<file path="config.mk">
export PLATFORM = sky130hd
export DESIGN_NAME = dff_reg_arbiter_flat
export DESIGN_NICKNAME = d
export VERILOG_FILES = /design/src/rtl/dff_reg_arbiter_if.sv /design/src/rtl/dff_reg_arbiter.sv /design/src/flat_wrapper.sv
export SDC_FILE = /design/constraint.sdc
export NUM_CORES = 1
export LEC_CHECK = 0
export ABC_CLOCK_PERIOD_IN_PS = 1800
export CAP_MARGIN = 20
export CORE_UTILIZATION = 55
export DETAILED_ROUTE_END_ITERATION = 7
export DONT_BUFFER_PORTS = 1
export GPL_ROUTABILITY_DRIVEN = 1
export PLACE_DENSITY_LB_ADDON = 0.1
export SLEW_MARGIN = 20
export SYNTH_ARGS = -nofsm -noshare
export SYNTH_HDL_FRONTEND = slang
export SYNTH_SLANG_ARGS = --single-unit
</file>
<file path="constraint.sdc">
create_clock -name clk -period 1.8 [get_ports clk]
set_input_delay 0.18 -clock clk [delete_from_list [all_inputs] [get_ports clk]]
set_output_delay 0.18 -clock clk [all_outputs]
set_load 0.05 [all_outputs]
</file>
<file path="src/rtl/dff_reg_arbiter_if.sv">
`default_nettype none
// ============================================================================
// Module      : dff_reg_arbiter_if
// Description : Bundle of requester-side and register-side signals for
//               dff_reg_arbiter.
//               master modport : requester side (drives req/data)
//               slave  modport : arbiter side   (drives gnt/ack/q/status)
//   req   [N]        level request per requester, four-phase
//   data  [N*WIDTH]  flattened data, requester i at [i*WIDTH +: WIDTH]
//   gnt   [N]        one-hot grant
//   ack   [N]        one-cycle write confirmation
//   q     [WIDTH]    shared register contents
//   busy             arbiter in GRANT or HOLD
//   owner [clog2(N)] current or last owner index
//   err              one-cycle timeout pulse
// Revision    : 1.0 - initial release
// ============================================================================
interface dff_reg_arbiter_if #(
    parameter int WIDTH = 8,
    parameter int N     = 4
);
    localparam int c_owner_w = (N > 1) ? $clog2(N) : 1;

    logic [N-1:0]         req;
    logic [N*WIDTH-1:0]   data;
    logic [N-1:0]         gnt;
    logic [N-1:0]         ack;
    logic [WIDTH-1:0]     q;
    logic                 busy;
    logic [c_owner_w-1:0] owner;
    logic                 err;

    modport master (
        output req, data,
        input  gnt, ack, q, busy, owner, err
    );

    modport slave (
        input  req, data,
        output gnt, ack, q, busy, owner, err
    );
endinterface
`default_nettype wire

</file>
<file path="src/rtl/dff_reg_arbiter.sv">
`default_nettype none
// ============================================================================
// Module      : dff_reg_arbiter
// Description : Round-robin arbiter and write sequencer sharing one WIDTH-bit
//               register among N four-phase req/gnt requesters. The granted
//               requester's data is written in the GRANT cycle and confirmed
//               by a one-cycle ack pulse.
//   clk  : rising-edge clock
//   rst  : asynchronous, active-low reset
//   bus  : dff_reg_arbiter_if.slave (req, data in; gnt, ack, q, busy,
//          owner, err out)
// Optional feature macro : ARB_TIMEOUT_EN
//   When defined, an owner holding HOLD for TIMEOUT cycles is forced off,
//   err pulses, and its request is masked until it drops. When undefined,
//   err is tied low and HOLD lasts until the owner drops req.
// Revision    : 1.0 - initial release
// ============================================================================
module dff_reg_arbiter #(
    parameter int WIDTH   = 8,
    parameter int N       = 4,
    parameter int TIMEOUT = 15
) (
    input  wire logic          clk,
    input  wire logic          rst,
    dff_reg_arbiter_if.slave   bus
);

    localparam int             c_owner_w = $clog2(N);
    localparam logic [N-1:0]   c_one     = {{(N-1){1'b0}}, 1'b1};

    typedef enum logic [1:0] {
        ST_IDLE  = 2'd0,
        ST_GRANT = 2'd1,
        ST_HOLD  = 2'd2
    } state_t;

    state_t                 r_state;
    logic [N-1:0]           r_gnt;
    logic [N-1:0]           r_ack;
    logic [WIDTH-1:0]       r_q;
    logic                   r_busy;
    logic [c_owner_w-1:0]   r_owner;
    logic [c_owner_w-1:0]   r_ptr;

    logic [N-1:0]           w_eligible;
    logic                   w_found;
    logic [c_owner_w-1:0]   w_pick;
    logic [N-1:0]           w_pick_oh;
    int                     w_idx;
    logic                   w_owner_req;
    logic [WIDTH-1:0]       w_owner_data;
    logic [c_owner_w-1:0]   w_next_ptr;

`ifdef ARB_TIMEOUT_EN
    localparam int c_cnt_w = $clog2(TIMEOUT + 1);

    logic                   r_err;
    logic [N-1:0]           r_mask;
    logic [c_cnt_w-1:0]     r_cnt;
    logic                   w_timeout;

    // A forced-off requester stays masked until it drops its request.
    assign w_eligible = bus.req & ~r_mask;
    assign w_timeout  = (r_cnt == c_cnt_w'(TIMEOUT - 1));
    assign bus.err    = r_err;
`else
    assign w_eligible = bus.req;
    assign bus.err    = 1'b0;
`endif

    // First eligible requester searching ptr, ptr+1, ... wrapping at N.
    always_comb begin
        w_found = 1'b0;
        w_pick  = '0;
        w_idx   = 0;
        for (int off = 0; off < N; off++) begin
            w_idx = int'(r_ptr) + off;
            if (w_idx >= N) begin
                w_idx = w_idx - N;
            end
            if (!w_found && w_eligible[w_idx]) begin
                w_found = 1'b1;
                w_pick  = c_owner_w'(w_idx);
            end
        end
    end

    assign w_pick_oh    = c_one << w_pick;
    assign w_owner_req  = bus.req[r_owner];
    assign w_owner_data = bus.data[int'(r_owner) * WIDTH +: WIDTH];
    // Released owner gets the lowest priority next time round.
    assign w_next_ptr   = (r_owner == c_owner_w'(N - 1)) ? '0 : (r_owner + 1'b1);

    always_ff @(posedge clk or negedge rst) begin
        if (!rst) begin
            r_state <= ST_IDLE;
            r_gnt   <= '0;
            r_ack   <= '0;
            r_q     <= '0;
            r_busy  <= 1'b0;
            r_owner <= '0;
            r_ptr   <= '0;
`ifdef ARB_TIMEOUT_EN
            r_err   <= 1'b0;
            r_mask  <= '0;
            r_cnt   <= '0;
`endif
        end else begin
            r_ack <= '0;
`ifdef ARB_TIMEOUT_EN
            r_err  <= 1'b0;
            r_mask <= r_mask & bus.req;
`endif
            case (r_state)
                ST_IDLE: begin
                    if (w_found) begin
                        r_gnt   <= w_pick_oh;
                        r_owner <= w_pick;
                        r_busy  <= 1'b1;
                        r_state <= ST_GRANT;
                    end
                end

                ST_GRANT: begin
                    // Write happens regardless of whether req has dropped.
                    r_q     <= w_owner_data;
                    r_ack   <= r_gnt;
                    r_state <= ST_HOLD;
`ifdef ARB_TIMEOUT_EN
                    r_cnt   <= '0;
`endif
                end

                ST_HOLD: begin
                    if (!w_owner_req) begin
                        r_gnt   <= '0;
                        r_busy  <= 1'b0;
                        r_ptr   <= w_next_ptr;
                        r_state <= ST_IDLE;
                    end
`ifdef ARB_TIMEOUT_EN
                    else if (w_timeout) begin
                        r_gnt   <= '0;
                        r_busy  <= 1'b0;
                        r_ptr   <= w_next_ptr;
                        r_state <= ST_IDLE;
                        r_err   <= 1'b1;
                        r_mask  <= (r_mask & bus.req) | r_gnt;
                    end else begin
                        r_cnt   <= r_cnt + 1'b1;
                    end
`endif
                end

                default: begin
                    r_gnt   <= '0;
                    r_busy  <= 1'b0;
                    r_state <= ST_IDLE;
                end
            endcase
        end
    end

    assign bus.gnt   = r_gnt;
    assign bus.ack   = r_ack;
    assign bus.q     = r_q;
    assign bus.busy  = r_busy;
    assign bus.owner = r_owner;

endmodule
`default_nettype wire

</file>
<file path="src/flat_wrapper.sv">
// flat-port wrapper written by rule: the top's interface ports become plain ports
module dff_reg_arbiter_flat 
#(
    parameter int WIDTH   = 8,
    parameter int N       = 4,
    parameter int TIMEOUT = 15
)
  (clk, rst, bus_req, bus_data, bus_gnt, bus_ack, bus_q, bus_busy, bus_owner, bus_err);
  dff_reg_arbiter_if #(.WIDTH(WIDTH), .N(N)) bus_i ();
  input  wire logic clk;
  input  wire logic rst;
  input wire logic [$bits(bus_i.req)-1:0] bus_req;
  input wire logic [$bits(bus_i.data)-1:0] bus_data;
  output wire logic [$bits(bus_i.gnt)-1:0] bus_gnt;
  output wire logic [$bits(bus_i.ack)-1:0] bus_ack;
  output wire logic [$bits(bus_i.q)-1:0] bus_q;
  output wire logic [$bits(bus_i.busy)-1:0] bus_busy;
  output wire logic [$bits(bus_i.owner)-1:0] bus_owner;
  output wire logic [$bits(bus_i.err)-1:0] bus_err;
  assign bus_i.req = bus_req;
  assign bus_i.data = bus_data;
  assign bus_gnt = bus_i.gnt;
  assign bus_ack = bus_i.ack;
  assign bus_q = bus_i.q;
  assign bus_busy = bus_i.busy;
  assign bus_owner = bus_i.owner;
  assign bus_err = bus_i.err;
  dff_reg_arbiter #(.WIDTH(WIDTH), .N(N), .TIMEOUT(TIMEOUT)) u_core (.clk(clk), .rst(rst), .bus(bus_i));
endmodule
</file>
# Word-level counts from Yosys, hierarchy flattened
# Cells that the tools add are included.
[word_totals]
register_bits = 23
input_bits = 38
out_inout_bits = 20
[classes]
addsub = 8
order_cmp = 9
n_eq_ne = 5
shifts = 2
mux = 37
n_bitwise = 2
n_reduce_logical = 11
[ops]
columns = ["cell", "n"]
rows = [
  ["32-bit by 4-bit < comparator with 1-bit output, second input constant", 4],
  ["32-bit 2-to-1 mux", 4],
  ["32-bit by 4-bit >= comparator with 1-bit output, second input constant", 3],
  ["32-bit by 4-bit subtractor with 32-bit output, second input constant", 3],
  ["32-bit by 6-bit variable part select with 8-bit output", 1],
  ["1-bit 2-to-1 mux", 15],
  ["2-bit 2-to-1 mux", 7],
  ["4-bit 2-to-1 mux", 3],
  ["4-bit case mux with 3 select lines", 1],
  ["1-bit binary-select mux with 2-bit select", 5],
  ["2-bit by 2-bit adder with 3-bit output, second input constant", 2],
  ["2-bit case mux with 3 select lines", 1],
  ["2-bit AND reduction", 3],
  ["2-bit == test, second input constant", 2],
  ["1-bit by 2-bit left shift with 4-bit output, first input constant", 1],
  ["2-bit by 3-bit subtractor with 4-bit output, second input constant", 1],
  ["2-bit by 1-bit adder with 3-bit output, second input constant", 1],
  ["2-bit by 3-bit >= comparator with 1-bit output, second input constant", 1],
  ["1-bit logical AND", 3],
  ["1-bit zero test", 3],
  ["2-bit by 3-bit < comparator with 1-bit output, second input constant", 1],
  ["1-bit case mux with 3 select lines", 1],
  ["3-bit AND reduction", 1],
  ["2-bit by 1-bit adder with 2-bit output, second input constant", 1],
  ["other kinds (5)", 6],
]

# Depth between registers and ports, before layout
[logic_depth]
word_depth = 18
depth_mapped = 6
depth_no_buf = 5

# Worst setup path before layout
# Ideal clock, no wire load.
[synth_path]
path_kind = "register to register"
start = "reg u_core.r_owner[1], in the netlist u_core.bus.owner[1]"
end = "reg u_core.r_ptr[0]"
setup_time_ps = 125
t_arrival_ps = 1737
slack_ps = -61
path_stages_with_launch = 6
synth_period_minus_slack_ps = 1861
cell_sequence = "dfrtp_1 -> buf_4 -> mux2i_1 -> mux2i_1 -> nor3_2 -> mux2_2"
[synth_via]
elab_chain_len = 4
elab_cells_between_ends = 6
[synth_lines]
columns = ["element", "line_no", "text"]
rows = [
  ["start, declared", "dff_reg_arbiter.sv:42", "logic [c_owner_w-1:0] r_owner;"],
  ["start signal, assigned", "dff_reg_arbiter.sv:118", "r_owner <= w_pick;"],
  ["1-bit binary-select mux with 2-bit select", "dff_reg_arbiter.sv:89", "assign w_owner_req = bus.req[r_owner];"],
  ["1-bit 2-to-1 mux (implied by the code)", "dff_reg_arbiter.sv:89", ""],
  ["1-bit NOT (no source line)", "--", ""],
  ["2-bit AND reduction (no source line)", "--", ""],
  ["end signal, assigned", "dff_reg_arbiter.sv:138", "r_ptr <= w_next_ptr;"],
  ["end, declared", "dff_reg_arbiter.sv:43", "logic [c_owner_w-1:0] r_ptr;"],
]
# Parallel ways exist; a longest one is shown, timed or not. The select of a mux whose other input is x is not followed.
# A chain may end at the register's enable or synchronous reset.

# Worst setup path after layout
[layout_path]
start = "reg u_core.r_owner[0], in the netlist u_core.bus.owner[0]"
end = "reg u_core.r_q[4], in the netlist u_core.bus.q[4]"
[layout_via]
elab_chain_len = 1
[layout_lines]
columns = ["element", "line_no", "text"]
rows = [
  ["32-bit by 6-bit variable part select with 8-bit output", "dff_reg_arbiter.sv:90", "assign w_owner_data = bus.data[int'(r_owner) * WIDTH +: WIDTH];"],
  ["end signal, assigned", "dff_reg_arbiter.sv:126", "r_q <= w_owner_data;"],
  ["end, declared", "dff_reg_arbiter.sv:40", "logic [WIDTH-1:0] r_q;"],
]
# No other way between the ends.

==> results.env <==
RUN_STATUS='finished, final reports clean'
WIRE_LENGTH_REPORTED_BY_THE_DETAILED_ROUTER_UM=2200
CP_DATA_ARRIVAL_TIME_PS=1740
FLOORPLAN.INITIALDENSITY_PCT=60.1
FINISH.CELL_COUNT_WITHOUT_FILLERS=125
IO-PIN-COUNT=58
WORSTSETUPSTARTPOINTTYPE='flip-flop'
CTS_TREE='done'
TOP_SIGNAL_LAYER_USED='met4'
SETUP-VIOLATIONS-FINAL=0
TRITONCTS.NUM_BUFFERS=3
MAPPEDNETLISTAREA_SQ_UM=1210
YOSYS_WARNINGS=0
HOLD_VIOLATIONS=0
PWR-SHARE-CLK_PCT=8.1
POWER-PER-CELL-AREA_nW_PER_UM2=2100
SYN2LAYOUT_AREA_GROWTH_PCT=5.36
MIN_PERIOD_OVER_PERIOD_PCT=86.5
DRT_FIRST_ITER_VIOLATIONS=4
SYNTH_LARGEST_AREA_CELL='sky130_fd_sc_hd__dfrtp_1'
FINAL.MIN_CLOCK_PERIOD_PS=1560
GP_CONGESTION=0.689
DIEAREA_SQ_UM=2400
ROUTED_WIRE_LENGTH_PER_INSTANCE_UM=17.6
SYNTH_FP_NETS=132
NUMBER_OF_PLACEMENT_ROWS=16
CTS-ROOT-BUF='sky130_fd_sc_hd__clkbuf_4'
GRT_SETUP_UNREPAIRED='no'
SYN_INST=93
TIGHTEST_SLEW_PS=504
DESIGN.CORE.AREA_SQ_UM=2020
CTS_BUFFER_DEPTH=2
POSTSYNTH.ASYNCRESETSHARE_PCT=100
FIRST_GLOBAL_VIAS=747
SYNTH_ENABLE_FLOP_CELLS=0
CAP_VIOL_MAX_COUNT=0
DIE_H_UM=49
GRT_UTIL_ALL_LAYERS_PCT=19.1
CLK_PIN_SLEW_PS=120
SYNTH_SEQ_CELLS=23
DRTANTENNAVIOLNETS=0
CRIT_REQUIRED_PS=1980
ROUTE.DETAILED.DRC=0
NUMPORTBUFFERS=0
WORSTSKEWPAIRLATENCY_PS=290
SYNTH_SEQUENTIAL_AREA_RATIO_PCT=47.4
FMAXACHIEVABLE_GHz=0.642
SYNTHMOSTINSTANTIATEDCELL='sky130_fd_sc_hd__dfrtp_1'
NUM_VIAS=774
POWER_REPORT.INTERNAL_TOTAL_mW=1.35
POWER.SWITCHING_mW=1.34
SW_FRAC_OF_TOTAL_PCT=49.8
COMBPWRFRAC_PCT=36.6
HALF_PERIMETER_WIRE_LENGTH_AFTER_DETAILED_PLACEMENT_UM=1770
SYNTH_TOP_FLOP_CELL='sky130_fd_sc_hd__dfrtp_1'
POST_CTS.REPAIR.SETUP_BUFFERS=0
DIODES=0
HOLDCRITPATHCLASS='primary input to flip-flop'
TIMING.MAX_SLEW.REL_SLACK_PCT=66.4
IR_WORST_VDD_mV=1.21
FIRST_PASS_GRT_WIRE_LENGTH_UM=3480
POST_ROUTE_CELLS_DRIVE_ABOVE_1_SHARE_PCT=31.6
END_KIND='flip-flop'
DIE_X_UM=49
POST_SYNTH_MAIN_AREA_CONTRIBUTORS='sky130_fd_sc_hd__dfrtp_1 (47%), sky130_fd_sc_hd__mux4_2 (15%), sky130_fd_sc_hd__mux2_2 (9.3%), sky130_fd_sc_hd__mux2i_1 (3.3%), sky130_fd_sc_hd__and2_1 (2.1%)'
CRITICAL_PATH.MAX_FANOUT=15
GRT_ANTENNA_BEFORE_REPAIR=0
TIMING.SETUP.TNS_PS=0
AREA_SHARE_OF_THE_LARGEST_CELL_TYPE_AFTER_SYNTHESIS_PCT=47.4
FINAL.SETUP_SKEW_PS=10.5
WORST_SETUP_PATH_CATEGORY='flip-flop to flip-flop'
ROUTED_VIA_DENSITY=6.19
LAYOUT.NETS=138
GRT_MAX_DEGREE=24
ROUTE.MET3.WL_UM=177
FIRST_PASS_ITERS=4
REMAINING_OVERFLOW_GRT=0
DRV_SLEW=0
ROUTEDLENGTHMET1_UM=865
HTREEDEPTH=1
P_SEQ_SHARE_PCT=55.3
CTS_SINKS=23
NETLIST-CELL-TYPE-COUNT=29
NFILLCELLS=170
PLACED_CELLS_INCL_TAPS=119
POWER.LEAKAGE_nW=0.548
SYNTHESIZED_AREA_DIVIDED_BY_SYNTHESIZED_CELL_COUNT_SQ_UM=13.1
MET2_LENGTH_UM=1140
YS_TOP_CELLS_BY_COUNT='sky130_fd_sc_hd__dfrtp_1 (23), sky130_fd_sc_hd__mux2_2 (10), sky130_fd_sc_hd__mux4_2 (8)'
[flip-flops by register name, indices dropped and copies added (netlist names)]
name              flops
u_core.bus.ack        4
u_core.bus.busy       1
u_core.bus.gnt        4
u_core.bus.owner      2
u_core.bus.q          8
u_core.r_ptr          2
u_core.r_state        2
[layout make-up]
cell class / instances / area (sq um) / area share [%]
clock buffers: 4 / 26.3 / 2.05
inverters: 3 / 11.3 / 0.880
multi-input cells: 62 / 586 / 45.7
flip-flops and latches: 23 / 578 / 45.2
well taps: 27 / 33.8 / 2.64
repair buffers: 6 / 45.0 / 3.52
[kinds of logic (layout without fill, tap and decap cells)]
family                   Yosys count  after routing  share of synthesized area, %
flip-flops                        23             23                          47.4
AND/OR/NAND/NOR                   23             23                          11.0
multiplexers                      22             22                          27.4
AO/OA/AOI/OAI                     15             15                          8.44
buffers and inverters              8             13                          4.43
adder cells (fa/ha/maj)            1              1                          1.03
other                              1              1                         0.309
[cell usage in the layout, fill, tap and decap left out]
cell	Yosys	final
sky130_fd_sc_hd__o21a_1	1	1
sky130_fd_sc_hd__or2b_1	2	2
sky130_fd_sc_hd__nand3b_1	1	1
sky130_fd_sc_hd__mux4_2	8	8
sky130_fd_sc_hd__mux2i_1	4	4
sky130_fd_sc_hd__o21ai_1	1	1
sky130_fd_sc_hd__a311oi_1	1	1
sky130_fd_sc_hd__a21oi_1	3	3
sky130_fd_sc_hd__inv_1	3	3
sky130_fd_sc_hd__nor4_1	1	1
sky130_fd_sc_hd__ha_1	1	1
sky130_fd_sc_hd__and2_1	4	4
sky130_fd_sc_hd__buf_2	1	1
sky130_fd_sc_hd__conb_1	1	1
sky130_fd_sc_hd__clkbuf_4	0	3
sky130_fd_sc_hd__dfrtp_2	0	2
sky130_fd_sc_hd__dfrtp_1	23	21
sky130_fd_sc_hd__nand2_1	4	4
sky130_fd_sc_hd__or3_1	2	2
sky130_fd_sc_hd__nor2_1	4	4
sky130_fd_sc_hd__mux2_2	10	10
sky130_fd_sc_hd__o22ai_1	2	2
sky130_fd_sc_hd__o21ai_0	2	2
sky130_fd_sc_hd__dlygate4sd3_1	0	1
sky130_fd_sc_hd__buf_4	2	4
sky130_fd_sc_hd__a32o_1	2	2
sky130_fd_sc_hd__a21o_2	1	1
sky130_fd_sc_hd__nor3_2	2	2
sky130_fd_sc_hd__a21o_1	2	2
sky130_fd_sc_hd__clkbuf_1	0	1
sky130_fd_sc_hd__nor2b_1	2	2
sky130_fd_sc_hd__nor3_1	1	1
[stage by stage]
step                      hold slack, ps  worst slack, ps  area [sq um]  util, %  power [mW]
after floorplan                     -116              104          1220        -        2.32
after global placement              -115              271          1240     61.3        2.45
after detailed placement            -115              240          1240     61.3        2.49
after CTS                            230              214          1270     63.1        2.72
after global routing                 228              167          1280     63.3        2.85
final                                239              242          1280     63.3        2.69
[worst max-delay path: stages (launching register included)]
cell and delay (ps):
sky130_fd_sc_hd__dfrtp_2 620, sky130_fd_sc_hd__mux4_2 550, sky130_fd_sc_hd__mux2_2 280
[layer usage]
layer | vias to the layer above | global-route usage, %
li1 | 360 | -
met4 | 0 | 1.47
met1 | 377 | 22.9
met2 | 35 | 34.3
met5 | - | 0
met3 | 2 | 6.54
[path summary, 6_finish.rpt]
| kind | from | to | slack [ps] | cells after the start |
|---|---|---|---|---|
| min in group asynchronous | rst | u_core.bus.q[2]$_DFFE_PN0P_ | 370 | 2 |
| worst min register to register | u_core.r_ptr[0]$_DFFE_PN0P_ | u_core.r_ptr[0]$_DFFE_PN0P_ | 590 | 1 |
| worst max register to register | u_core.bus.owner[0]$_DFFE_PN0P_ | u_core.bus.q[4]$_DFFE_PN0P_ | 240 | 2 |
| worst max-delay path | u_core.bus.owner[0]$_DFFE_PN0P_ | u_core.bus.q[4]$_DFFE_PN0P_ | 240 | 2 |
| max in group asynchronous | rst | u_core.bus.owner[0]$_DFFE_PN0P_ | 1060 | 2 |
| worst min-delay path | bus_req[3] | u_core.bus.gnt[0]$_DFFE_PN0P_ | 240 | 3 |
[repair_timing]
action                    CTS  global route
hold buffers                1             1
hold endpoints to repair   23            23
resized for setup           0             0
[power by group through the flow]
stage               registers (mW)  clock network (mW)  logic (mW)
finish                        1.49               0.218       0.986
global route                  1.52               0.255        1.07
CTS                           1.49               0.232       0.997
detailed placement            1.51                   0       0.981
global placement              1.50                   0       0.948
floorplan                     1.49                   0       0.824
(Power assumes the default switching activity.)
